## src/rtl/shift_sub_div_sign.sv

```systemverilog
// Sequential restoring divider (start/ready/done handshake), one quotient bit per cycle.
// Define DIV_SIGNED_EN for two's-complement operands; the default build divides unsigned operands.
module shift_sub_div_sign #(
  parameter int N    = 8,
  parameter int M    = 8,
  parameter int logN = 4
) (
  input  logic         clk,
  input  logic         rst,
  input  logic         start,
  input  logic [N-1:0] A,
  input  logic [M-1:0] B,
  output logic [N-1:0] Q,
  output logic [M-1:0] R,
  output logic         ready,
  output logic         done,
  output logic         div_zero,
  output logic         ovf
);

  typedef enum logic [2:0] {IDLE, LOAD, ITER, FIX, DONE} state_t;

  state_t         state_q, state_d;
  logic [N-1:0]   aReg_q, aReg_d;
  logic [M-1:0]   bReg_q, bReg_d;
  logic [N-1:0]   quoShift_q, quoShift_d;
  logic [M-1:0]   bMag_q, bMag_d;
  logic [M-1:0]   partRem_q, partRem_d;
  logic [logN-1:0] count_q, count_d;
  logic           qNeg_q, qNeg_d;
  logic           rNeg_q, rNeg_d;
  logic [N-1:0]   quo_q, quo_d;
  logic [M-1:0]   rem_q, rem_d;
  logic           divZero_q, divZero_d;
  logic           ovf_q, ovf_d;

  logic           aNeg, bNeg, isOvf;
  logic [N-1:0]   aMag;
  logic [M-1:0]   bMagC;
  logic [M-1:0]   aLow;
  logic [M:0]     shifted;
  logic [M+1:0]   diff;
  logic           take;

`ifdef DIV_SIGNED_EN
  assign aNeg  = aReg_q[N-1];
  assign bNeg  = bReg_q[M-1];
  assign aMag  = aNeg ? -aReg_q : aReg_q;
  assign bMagC = bNeg ? -bReg_q : bReg_q;
  assign isOvf = (aReg_q == {1'b1, {(N-1){1'b0}}}) && (bReg_q == {M{1'b1}});
`else
  assign aNeg  = 1'b0;
  assign bNeg  = 1'b0;
  assign aMag  = aReg_q;
  assign bMagC = bReg_q;
  assign isOvf = 1'b0;
`endif

  generate
    if (M <= N) begin : gLowTrunc
      assign aLow = aReg_q[M-1:0];
    end else begin : gLowExt
      assign aLow = {{(M-N){1'b0}}, aReg_q};
    end
  endgenerate

  // The partial remainder always stays below |B|, so M bits hold it between iterations.
  assign shifted = {partRem_q, quoShift_q[N-1]};
  assign diff    = {1'b0, shifted} - {2'b00, bMag_q};
  assign take    = ~diff[M+1];

  always_ff @(posedge clk) begin
    if (rst) begin
      state_q    <= IDLE;
      aReg_q     <= '0;
      bReg_q     <= '0;
      quoShift_q <= '0;
      bMag_q     <= '0;
      partRem_q  <= '0;
      count_q    <= '0;
      qNeg_q     <= 1'b0;
      rNeg_q     <= 1'b0;
      quo_q      <= '0;
      rem_q      <= '0;
      divZero_q  <= 1'b0;
      ovf_q      <= 1'b0;
    end else begin
      state_q    <= state_d;
      aReg_q     <= aReg_d;
      bReg_q     <= bReg_d;
      quoShift_q <= quoShift_d;
      bMag_q     <= bMag_d;
      partRem_q  <= partRem_d;
      count_q    <= count_d;
      qNeg_q     <= qNeg_d;
      rNeg_q     <= rNeg_d;
      quo_q      <= quo_d;
      rem_q      <= rem_d;
      divZero_q  <= divZero_d;
      ovf_q      <= ovf_d;
    end
  end

  always_comb begin
    state_d    = state_q;
    aReg_d     = aReg_q;
    bReg_d     = bReg_q;
    quoShift_d = quoShift_q;
    bMag_d     = bMag_q;
    partRem_d  = partRem_q;
    count_d    = count_q;
    qNeg_d     = qNeg_q;
    rNeg_d     = rNeg_q;
    quo_d      = quo_q;
    rem_d      = rem_q;
    divZero_d  = divZero_q;
    ovf_d      = ovf_q;
    ready      = 1'b0;
    done       = 1'b0;

    case (state_q)
      IDLE: begin
        ready = 1'b1;
        if (start) begin
          aReg_d  = A;
          bReg_d  = B;
          state_d = LOAD;
        end
      end
      LOAD: begin
        quoShift_d = aMag;
        bMag_d     = bMagC;
        qNeg_d     = aNeg ^ bNeg;
        rNeg_d     = aNeg;
        partRem_d  = '0;
        count_d    = '0;
        state_d    = ITER;
      end
      ITER: begin
        partRem_d  = take ? diff[M-1:0] : shifted[M-1:0];
        quoShift_d = {quoShift_q[N-2:0], take};
        count_d    = count_q + 1'b1;
        if (count_q == logN'(N-1)) begin
          state_d = FIX;
        end
      end
      FIX: begin
        // A zero divisor overrides the iteration result with a fixed pattern.
        if (bReg_q == '0) begin
          quo_d     = '1;
          rem_d     = aLow;
          divZero_d = 1'b1;
          ovf_d     = 1'b0;
        end else begin
          quo_d     = qNeg_q ? -quoShift_q : quoShift_q;
          rem_d     = rNeg_q ? -partRem_q : partRem_q;
          divZero_d = 1'b0;
          ovf_d     = isOvf;
        end
        state_d = DONE;
      end
      DONE: begin
        done    = 1'b1;
        state_d = IDLE;
      end
      default: state_d = IDLE;
    endcase
  end

  assign Q        = quo_q;
  assign R        = rem_q;
  assign div_zero = divZero_q;
  assign ovf      = ovf_q;

endmodule

```

## config.mk

```make
export PLATFORM = sky130hd
export DESIGN_NAME = shift_sub_div_sign
export DESIGN_NICKNAME = d
export VERILOG_FILES = /design/src/rtl/shift_sub_div_sign.sv
export SDC_FILE = /design/constraint.sdc
export NUM_CORES = 1
export LEC_CHECK = 0
export ABC_CLOCK_PERIOD_IN_PS = 3200
export BUFFER_PORTS_ARGS = -buffer_cell sky130_fd_sc_hd__buf_2
export CAP_MARGIN = 20
export CORE_ASPECT_RATIO = 0.7
export CORE_UTILIZATION = 40
export DETAILED_ROUTE_END_ITERATION = 6
export PLACE_DENSITY = 0.66
export RECOVER_POWER = 50
export SLEW_MARGIN = 20
export SYNTH_ARGS = -nofsm -noshare
export SYNTH_HDL_FRONTEND = slang
export SYNTH_SLANG_ARGS = --single-unit
```

## constraint.sdc

```tcl
create_clock -name clk -period 3.2 [get_ports clk]
set_clock_uncertainty 0.05 [all_clocks]
set_input_delay 0.64 -clock clk [delete_from_list [all_inputs] [get_ports clk]]
set_output_delay 0.64 -clock clk [all_outputs]
set_load 0.02 [all_outputs]
```

==> out/results.tsv <==
stage	metric	value	unit
outcome	status	finished clean	
drt	wl_per_cell	13.8	um
sta	whs	0.405	ns
pwr	leakage	0.00125	uW
sta	layout_min_cycle_time	2.59	ns
logic_synthesis	ys_ff_latch	64	
die	initial_core_util	41.5	%
clocking	cts_num_sinks	64	
setup_path	required	3.37	ns
sta	setup_violations	0	
setup_path	cp-start-kind	flop	
sta	finalMaxSlewViolations	0	
global_routing	grt-ovfl-total	0	
sta	slew_headroom	32.4	%
clocking	clk_pin_slew	0.07	ns
logic_synthesis	postSynth.asyncResetShare	0	%
die	num_rows	26	
clocking	root_buffer	clkbuf_8	
sta	fin_crit_sh	81.1	%
pwr	p_per_area	526	nW/um2
sta	finalHoldViolCount	0	
logic_synthesis	yosys_warnings	0	
logic_synthesis	synthFlopType	dfxtp_1	
clocking	ctsHoldBuffers	0	
global_routing	track_usage	19.0	%
clocking	clkLatencyLatePin	0.34	ns
logic_synthesis	syn_nets	410	
die	die_width	106	um
drt	ant_nets	0	
flow_run	cap_violations	0	
drt	vias	2676	
clocking	cts_tree	built	
logic_synthesis	netlist-cell-type-count	54	
global_routing	grt_max_degree	33	
drt	drc	0	
worst_hold_path	holdPathStages	2	
logic_synthesis	synth.avg_cell_area	7.97	um2
clocking	cts_buffers	9	
logic_synthesis	ys_seq_area_share	42.2	%
sta	fmax	386	MHz
global_routing	grt_pass1_vias	2378	
setup_path	worstPathArrival	2.76	ns
die	die_h	74.9	um
drt	drt_iter0_markers	122	
die	dieArea	7950	um2
clocking	postCtsResizedCells	0	
logic_synthesis	synth_edf_count	0	
sta	worstMarginPinSlew	1.00	ns
worst_hold_path	hold_path_end	div_zero	
final_layout	drive_gt1_share	10.9	%
clocking	htreeDepth	3	
die	num_io_pins	39	
logic_synthesis	syn_inst	381	
worst_hold_path	hold_path_startpoint	div_zero	
clocking	post-cts-setup-buffer-count	0	
setup_path	critPathKind	flop to flop	
clocking	clk_path_buf_depth	2	
setup_path	critPathMaxFanout	12	
global_routing	grt_first_pass_wirelength	11600	um
final_layout	n_antenna_cell	0	
drt	drt_wl_total	7040	um
setup_path	rr_startpoint	partRem_q[5]	
setup_path	endpoint_kind	flop	
setup_path	reg2reg_slack	0.61	ns
place	gp_congestion	0.807	
logic_synthesis	synth_area	3040	um2
drt	drt_first_pass_iters	4	
pwr	vdd_drop_max	0.235	mV
setup_path	rr_endpoint	partRem_q[6]	
place	dp_hpwl	5050	um
setup_path	reg2reg_depth	6	
final_layout	area_growth	10.6	%
sta	rsz0062_at_grt	no	
die	core	7320	um2
worst_hold_path	hold_path.class	flop to flop	
final_layout	fin_nets	436	
drt	vias_per_cell	5.26	
global_routing	antenna_found_initial	0	
sta	finalSetupTns	0	ns
place	port_buffers	37	
[flip-flops by register name (all words and copies together) (netlist names)]
register,flops
Q,8
R,8
aLow,8
bMagC,8
bMag_q,8
partRem_q,8
quoShift_q,8
count_q,4
state_q,3
div_zero,1
[metal layers]
metal  vias to the layer above  track usage, %  share of wire (%)  wire length (um)
met2                        71            27.6                 39              2740
met1                      1224            27.5                 54              3780
met4                         0            6.94                1.2                87
met5                         -               0                  0                 0
met3                         9            4.59                6.2               435
li1                       1372               -                  -                 -
[cells in the mapped netlist (2+ instances only)]
master     n  share of area (%)
o22a_1     7                2.0
buf_2      7                1.2
a211oi_1   2               0.49
nor2b_1    3               0.62
buf_1      3               0.37
a22o_1     2               0.58
buf_4      3               0.74
inv_1     11                1.4
a311oi_1   9                2.6
nand2b_1   4               0.82
nor2_2     2               0.41
nand4_1    2               0.41
nor4_1     3               0.62
o22ai_1    7                1.4
ha_1       9                3.7
dfxtp_1   64                 42
a21oi_2    4                1.2
o21ai_1    4               0.66
clkbuf_1   9                1.1
a21oi_1   36                5.9
xor2_1     2               0.58
o21ai_0    8                1.3
nand2_1   73                9.0
nor2_1    50                6.2
nand3_1    3               0.49
nor3_1    19                3.1
and2_1     3               0.62
mux2i_1    5                1.6
xnor2_1    2               0.58
[cell usage in the layout, fill, tap and decap left out, types with 2 or more instances in the layout]
cell type  Yosys  final
nand2_1       73     73
dfxtp_1       64     64
nor2_1        50     50
a21oi_1       36     37
buf_2          7     20
nor3_1        19     19
clkbuf_1       9     19
inv_1         11     11
o21ai_0        8      9
a311oi_1       9      9
ha_1           9      9
clkbuf_8       0      9
o22a_1         7      7
o22ai_1        7      7
mux2i_1        5      5
nand2b_1       4      4
and2_1         3      3
a21oi_2        4      3
nand3_1        3      3
o21ai_1        4      3
nor4_1         3      3
nor2b_1        3      3
clkinv_2       0      3
xnor2_1        2      2
nor2_2         2      2
a22o_1         2      2
a211oi_1       2      2
nand4_1        2      2
xor2_1         2      2
buf_4          3      2
[cell type report]
cell class	instances	area (um2)
Sequential cell	64	1280
Clock inverter	4	22.5
Clock buffer	11	131
Timing Repair Buffer	39	179
Fill cell	788	3960
Multi-Input combinational cell	281	1580
Inverter	12	45.0
Tap cell	98	123
[critical path, stage by stage, from the launching register on]
cell	delay, ns
dfxtp_1	0.37
ha_1	0.46
nand4_2	0.15
a2111oi_4	0.35
or2_0	0.75
and3_1	0.30
o31ai_2	0.06
[metrics by stage]
| step | cells | total power, uW | cell area [um2] | util [%] | setup WS, ns |
|---|---|---|---|---|---|
| 6_report | 509 | 1770 | 3360 | 45.9 | 0.606 |
| 5_1_grt | 509 | 1850 | 3360 | 45.9 | 0.385 |
| 4_1_cts | 509 | 1780 | 3390 | 46.3 | 0.952 |
| 3_5_place_dp | 494 | 1220 | 3230 | 44.2 | 0.971 |
| 3_3_place_gp | 494 | 1210 | 3230 | 44.2 | 0.904 |
| 2_1_floorplan | 381 | 1160 | 3040 | - | 1.28 |
[worst max path at each step]
| stage | startpoint | endpoint | slack [ns] | cells past startpoint |
|---|---|---|---|---|
| finish | partRem_q[5] | partRem_q[6] | 0.61 | 6 |
| global route | bMag_q[5] | partRem_q[7] | 0.39 | 7 |
| CTS | state_q[0] | bMag_q[3] | 0.95 | 5 |
| detailed placement | rst | partRem_q[5] | 0.97 | 5 |
| global placement | rst | partRem_q[7] | 0.90 | 4 |
| floorplan | state_q[2] | ready | 1.28 | 3 |
[power by group]
group / switching [uW] / internal (uW) / total, uW
Sequential: 41.6 / 837 / 878
Combinational: 196 / 120 / 316
Clock: 299 / 273 / 572
[cells by family (layout without fill, tap and decap cells)]
logic type      after synthesis  in the layout  share of synthesized area (%)
buf+inv                      36             66                           5.69
other cells                   1              1                          0.123
mux                           5              5                           1.65
fa+ha+maj                    10             10                           4.37
compound gates               92             92                           20.5
xor+xnor                      4              4                           1.15
simple gates                169            169                           24.4
flops                        64             64                           42.2
Power figures use the tool's default switching activity.
